**src/rtl/pwm_multi_ctr.sv**
```systemverilog
// Multi-channel PWM: one shared period counter, per-channel duty compare, shadowed period/duty
// registers applied only at a period boundary. Define PWM_CENTER_ALIGN_EN for center-aligned counting.
module pwm_multi_ctr #(
  parameter int unsigned NUM_CH         = 4,
  parameter int unsigned CNT_W          = 13,
  parameter int unsigned DEFAULT_PERIOD = 4999
) (
  input  logic                    clk_in,
  input  logic                    rst,
  input  logic                    en,
  input  logic                    load,
`ifdef PWM_CENTER_ALIGN_EN
  input  logic                    center_mode,
`endif
  input  logic [CNT_W-1:0]        period_in,
  input  logic [NUM_CH*CNT_W-1:0] duty_in,
  output logic [NUM_CH-1:0]       pwm_out,
  output logic                    period_start,
  output logic                    load_done
);

  logic [CNT_W-1:0]        cnt_q, cnt_d, cnt_step;
  logic [CNT_W-1:0]        per_act_q, per_act_d;
  logic [CNT_W-1:0]        duty_act_q [NUM_CH];
  logic [CNT_W-1:0]        duty_act_d [NUM_CH];
  logic [CNT_W-1:0]        sh_per_q, sh_per_d;
  logic [NUM_CH*CNT_W-1:0] sh_duty_q, sh_duty_d;
  logic                    pending_q, pending_d;
  logic [NUM_CH-1:0]       pwm_q, pwm_d;
  logic                    ps_q, ps_d;
  logic                    ld_q, ld_d;
  logic                    last_c, apply_c;

`ifdef PWM_CENTER_ALIGN_EN
  typedef enum logic {DIR_UP, DIR_DOWN} dir_e;
  dir_e dir_q, dir_d;
  logic mode_q, mode_d;
`endif

  always_comb begin
    // last_c marks the final cycle of a period: the counter returns to 0 on the next edge
    last_c   = (cnt_q == per_act_q);
    cnt_step = last_c ? '0 : cnt_q + 1'b1;
`ifdef PWM_CENTER_ALIGN_EN
    dir_d = dir_q;
    if (mode_q && (per_act_q != '0)) begin
      if (dir_q == DIR_UP) begin
        if (cnt_q < per_act_q) begin
          last_c   = 1'b0;
          cnt_step = cnt_q + 1'b1;
        end else begin
          last_c   = (per_act_q == CNT_W'(1));
          cnt_step = cnt_q - 1'b1;
          dir_d    = DIR_DOWN;
        end
      end else begin
        last_c   = (cnt_q <= CNT_W'(1));
        cnt_step = last_c ? '0 : cnt_q - 1'b1;
      end
      if (last_c) dir_d = DIR_UP;
    end
    if (!en) dir_d = DIR_UP;
    mode_d = (!en || last_c) ? center_mode : mode_q;
`endif

    // With en low there is no period to protect, so a pending shadow applies immediately
    apply_c    = pending_q && (!en || last_c);
    cnt_d      = en ? cnt_step : '0;
    ps_d       = en && (cnt_q == '0);
    ld_d       = apply_c;
    per_act_d  = per_act_q;
    duty_act_d = duty_act_q;
    sh_per_d   = sh_per_q;
    sh_duty_d  = sh_duty_q;
    pending_d  = pending_q;
    pwm_d      = '0;
    for (int unsigned i = 0; i < NUM_CH; i++) begin
      pwm_d[i] = en && (cnt_q < duty_act_q[i]);
    end

    if (apply_c) begin
      per_act_d = sh_per_q;
      for (int unsigned i = 0; i < NUM_CH; i++) begin
        duty_act_d[i] = sh_duty_q[i*CNT_W +: CNT_W];
      end
      pending_d = 1'b0;
    end
    // A load on the apply cycle refills the shadow after the old contents were consumed
    if (load) begin
      sh_per_d  = period_in;
      sh_duty_d = duty_in;
      pending_d = 1'b1;
    end
  end

  always_ff @(posedge clk_in) begin
    if (rst) begin
      cnt_q      <= '0;
      per_act_q  <= CNT_W'(DEFAULT_PERIOD);
      duty_act_q <= '{default: '0};
      sh_per_q   <= '0;
      sh_duty_q  <= '0;
      pending_q  <= 1'b0;
      pwm_q      <= '0;
      ps_q       <= 1'b0;
      ld_q       <= 1'b0;
`ifdef PWM_CENTER_ALIGN_EN
      dir_q      <= DIR_UP;
      mode_q     <= 1'b0;
`endif
    end else begin
      cnt_q      <= cnt_d;
      per_act_q  <= per_act_d;
      duty_act_q <= duty_act_d;
      sh_per_q   <= sh_per_d;
      sh_duty_q  <= sh_duty_d;
      pending_q  <= pending_d;
      pwm_q      <= pwm_d;
      ps_q       <= ps_d;
      ld_q       <= ld_d;
`ifdef PWM_CENTER_ALIGN_EN
      dir_q      <= dir_d;
      mode_q     <= mode_d;
`endif
    end
  end

  assign pwm_out      = pwm_q;
  assign period_start = ps_q;
  assign load_done    = ld_q;

endmodule

```
**config.mk**
```make
export PLATFORM = sky130hd
export DESIGN_NAME = pwm_multi_ctr
export DESIGN_NICKNAME = d
export VERILOG_FILES = /design/src/rtl/pwm_multi_ctr.sv
export SDC_FILE = /design/constraint.sdc
export NUM_CORES = 1
export LEC_CHECK = 0
export ABC_AREA = 1
export CORE_ASPECT_RATIO = 1.75
export CORE_MARGIN = 2
export CORE_UTILIZATION = 57
export DETAILED_ROUTE_END_ITERATION = 6
export GPL_TIMING_DRIVEN = 0
export PLACE_DENSITY = 0.8
export SLEW_MARGIN = 15
export SYNTH_ARGS = -nofsm -noshare
export SYNTH_HDL_FRONTEND = slang
export SYNTH_SLANG_ARGS = --single-unit
```
**constraint.sdc**
```tcl
create_clock -name clk_in -period 1.77 [get_ports clk_in]
set_input_delay 0.177 -clock clk_in [delete_from_list [all_inputs] [get_ports clk_in]]
set_output_delay 0.177 -clock clk_in [all_outputs]
set_load 0.05 [all_outputs]
```
# Word level (Yosys, flattened, before mapping)
# Index checks and enable logic that the tools add are counted.
# totals
regBits	150
# op_classes
n_lt_le_gt_ge	4
addsub	1
n_reduce_logical	11
bitwise	1
n_mux	2
n_eq_ne	1
# ops
op	count
13-bit < comparator	4
13-bit by 1-bit adder with 13-bit output, second input constant	1
13-bit equality test	1
13-bit zero test	1
1-bit logical AND	6
3-bit OR reduction	1
1-bit 2-to-1 mux	2
2-bit nonzero test	1
1-bit zero test	1
1-bit logical OR	1
1-bit NOT	1

# Depth between registers and ports, before layout
# logic_depth
depth_word	5
ltp_mapped	12
depth_no_buf	11

# Worst setup path after synthesis
# Ideal clock, no wire load.
# synth_timing
kind	flip-flop to flip-flop
startpoint	register cnt_q[3]
endpoint	register per_act_q[0]
setup_time_ps	134
slack_ps	220
path_stages_with_launch	13
t_arrival_ps	1417
required_ps	1636
path_cell_list	dfxtp_1 > inv_2 > nand2_1 > nand2_1 > nor2_1 > nand2_1 > nor2_2 > nand2_2 > nand2_4 > buf_6 > nand2_1 > nand2_1 > nand3_1
# synth_between
elab_chain_cells	3
# synth_rtl
element	line_no	rtl
from (decl)	22	logic [CNT_W-1:0] cnt_q, cnt_d, cnt_step;
from (signal assigned)	112	cnt_q <= cnt_d;
13-bit equality test	42	last_c = (cnt_q == per_act_q);
1-bit logical OR	67	apply_c = pending_q && (!en || last_c);
1-bit logical AND	67	
to (signal assigned)	99	per_act_q <= CNT_W'(DEFAULT_PERIOD);
to (signal assigned)	113	per_act_q <= per_act_d;
to (decl)	23	logic [CNT_W-1:0] per_act_q, per_act_d;
# No other way between the ends.
# A chain may end at the register's enable or synchronous reset.

# Final worst setup path
# layout_timing
startpoint	register cnt_q[3]
endpoint	register duty_act_q[0] (netlist name)
# layout_between
elab_chain_cells	3
# layout_rtl
element	line_no	rtl
13-bit equality test	42	
1-bit logical OR	67	
1-bit logical AND	67	
to (signal assigned)	114	duty_act_q <= duty_act_d;
to (decl)	24	logic [CNT_W-1:0] duty_act_q [NUM_CH];
# No other way between the ends.

==> summary.txt <==
Drt
  – Antenna Nets Post-Route: 0
  – DRT iter0 DRCs: 470
  – Post-route DRC: 2
  – Wire per inst: 15.85 um
  – Vias/cell: 5.468
  – Via count: 7010
  – Total wire length: 20320 um
  – Total iterations of the first detailed-routing run: 7

Place
  – Final HPWL from detailed placement: 13490 um
  – Routability cong.: 0.9265
  – I/O Buffers: 74
  – Post-Place Cells: 1220
  – Post-DP Area: 8145 um^2
  – Placement Setup Slack: -530.5 ps

Yosys
  – Cells after Synth: 978
  – Synth top area share: 41.74%
  – Ys flop type: dfxtp_1
  – Syn Nets: 1097
  – Most numerous cell in the Yosys netlist: dfxtp_1
  – Synthesis Warnings: 0
  – Cell area after synthesis: 7194 um^2
  – Register bit count reported by yosys: 150
  – Synth area leader: dfxtp_1
  – Yosys cell types: 27
  – Async S/R FF share, synth: 0%
  – Mean post-synth cell area: 7.356 um^2
  – Top cells by area, synth: dfxtp_1 42%, ha_1 8.7%, a21oi_1 8.6%, inv_1 7.5%, nand2_1 6.9%
  – Sequential area share after synthesis: 41.74%
  – Post-synth EDFFs: 0
  – Most instantiated cells after synthesis: 150 x dfxtp_1, 144 x inv_1, 132 x nand2_1, 123 x a21oi_1, 95 x nor2_1

Clock network
  – CTS max path bufs: 2
  – Clock-pin slew on the worst setup and hold paths: 60 ps
  – CTS tree: yes
  – CTS Buf Count: 17
  – CTS HTree Levels: 4
  – TritonCTS sink count: 150
  – Hold-fix buffer count after cts: 0
  – Worst-Skew Late Latency: 420 ps
  – Root Driver: clkbuf_16

Timing
  – RSZ-0062 raised after global routing: yes
  – Final Critical Period: 1770 ps
  – Worst setup margin: 0.1794 ps
  – Post-route setup TNS: 0 ps
  – # setup viols final: 0
  – Max Clock Skew: 11.17 ps
  – Fmax: 565.0 MHz
  – Slew margin rel.: 60.82%
  – Tightest Pin Transition: 587.7 ps
  – Final Cycle Share: 99.99%
  – Hold Vio Cnt, Final: 0
  – Final slew viol count: 0

GRT
  – First-pass GRT wire length: 30020 um
  – Total gr overflow: 0
  – Number of global-route vias before repair: 6401
  – GRT Overall Usage: 28.58%
  – Initial antenna violation count: 0
  – Largest net degree at the start of global routing: 17

Final layout
  – Area Overhead vs Synth: 30.05%
  – Fill count: 889
  – # diodes: 0
  – Share of layout cells above drive strength 1: 14.54%
  – Final Net Count: 1220
  – Post-route insts no fill: 1282
  – Post-Layout Inst Area: 9356 um^2

Power
  – PwrDens: 896.8 nW/um^2
  – VDD IR-drop max: 0.9100 mV
  – LEAKAGE: 0.004024 uW

Setup path
  – Crit path largest cell delay: 380 ps
  – Buf/Inv on CP: 3
  – Top delay family on crit path: simple AND/OR/NAND/NOR gates
  – Worst endpoint data arrival time: 2110 ps
  – CP Launch Type: register
  – Most frequent CP cell: nand2_1
  – CP Capture Type: register
  – Crit path cell chain: inv_2 > nand2_1 > nand2_1 > nor2_1 > nand2_1 > nor2_2 > nand2_4 > nand2_8 > buf_12 > clkbuf_16 > a21oi_1 > nor2_1
  – Worst Path Required: 2110 ps
  – Crit path max fanout: 5
  – CP Class: reg2reg
  – CP max stage cell: dfxtp_4

Floorplan
  – Row count: 54
  – Core Area: 12360 um^2
  – DIE HEIGHT: 152.6 um
  – Horiz. Die Dim: 88.93 um
  – Die area: 13570 um^2
  – Initial Utilization: 58.19%
  – Io pins: 75

Run
  – Max-cap violations: 0

Hold path
  – Hold Crit Class: in2reg

Run status
  – Status: finished with violations
  – Violated checks: DRC
## timing repair
| action | CTS | global route |
|---|---|---|
| setup endpoints to repair | 85 | 112 |
| resized for setup | 27 | 81 |
| hold endpoints to repair | 0 | 0 |
| gates cloned | 0 | 8 |
| setup buffers | 5 | 19 |
| pin swaps | 0 | 18 |
## worst min-delay path, stage by stage
cell	delay [ps]
clkdlybuf4s50_1	390
nor2_1	100
nor2_1	50
## metal layers
metal | global-route usage, % | vias to the layer above | share of wire [%]
met4 | 14.00 | 0 | 5.0
met2 | 48.44 | 305 | 52
met1 | 33.65 | 3211 | 37
met5 | 0 | - | 0
met3 | 5.200 | 74 | 6.2
li1 | - | 3420 | -
## report_power, final
| group | switching (uW) | internal [uW] |
|---|---|---|
| sequential | 109 | 3570 |
| combinational | 707 | 535 |
| clock | 1450 | 2020 |
| total | 2260 | 6130 |
## through the flow
step | utilization (%) | hold slack, ps | power [uW]
after floorplan | - | 249.4 | 4457
after global placement | 65.88 | 435.8 | 4824
after detailed placement | 65.88 | 446.6 | 4859
after CTS | 71.20 | 348.2 | 8271
after global routing | 75.67 | 354.7 | 8716
final | 75.67 | 354.1 | 8391
## placed cells by master (no fill, tap or decap), types with 3 or more instances in the layout
| cell type | instances |
|---|---|
| a21oi_2 | 22 |
| nor2_2 | 6 |
| o21a_1 | 3 |
| a21oi_1 | 120 |
| inv_6 | 5 |
| clkinv_2 | 3 |
| inv_2 | 5 |
| inv_1 | 140 |
| buf_12 | 3 |
| o211ai_1 | 4 |
| buf_1 | 6 |
| dfxtp_2 | 5 |
| ha_1 | 49 |
| nor2_1 | 90 |
| nor3_1 | 10 |
| nand2_1 | 122 |
| buf_8 | 4 |
| clkinvlp_4 | 4 |
| buf_4 | 25 |
| clkbuf_1 | 24 |
| o31ai_1 | 4 |
| clkdlybuf4s50_1 | 74 |
| nand3_2 | 4 |
| clkbuf_2 | 7 |
| nand4_1 | 12 |
| nand2_2 | 8 |
| dfxtp_1 | 133 |
| nand3_1 | 85 |
| clkbuf_16 | 24 |
| buf_6 | 6 |
| o21ai_0 | 69 |
| dfxtp_4 | 12 |
| nand2_4 | 3 |
## cell type report
| type | instances | area [um^2] | area share (%) |
|---|---|---|---|
| buffer | 53 | 352.8 | 3.771 |
| clock buffer | 19 | 452.9 | 4.841 |
| clock inverter | 13 | 120.1 | 1.284 |
| inverter | 150 | 576.8 | 6.165 |
| multi-input combinational | 624 | 3493 | 37.34 |
| sequential | 150 | 3054 | 32.64 |
| tap | 168 | 210.2 | 2.247 |
| timing repair buffer | 105 | 1096 | 11.71 |
## final timing paths
kind / from / end / slack (ps) / cells past startpoint
min: period_in[8] / sh_per_q[8] / 350 / 3
max: cnt_q[3] / duty_act_q[0] / 0.2 / 12
max reg2reg: cnt_q[3] / duty_act_q[0] / 0.2 / 12
min reg2reg: cnt_q[0] / cnt_q[0] / 460 / 1
## sequential cells by signal (all words and copies together) (netlist names)
| name | count |
|---|---|
| per_act_q | 13 |
| duty_act_q | 52 |
| pwm_out | 4 |
| sh_duty_q | 52 |
| pending_q | 1 |
| cnt_q | 13 |
| period_start | 1 |
| load_done | 1 |
| sh_per_q | 13 |
## kinds of logic after synthesis
logic type	count (synthesis)	synth area share, %
and+or+nand+nor	346	20.56
buffers and inverters	205	11.58
adders and majority gates	50	8.696
xor gates and xnor gates	4	0.4870
DFF	150	41.74
AOI/OAI and AO/OA	223	16.94
Note: power is estimated with default switching activity, not from simulation.
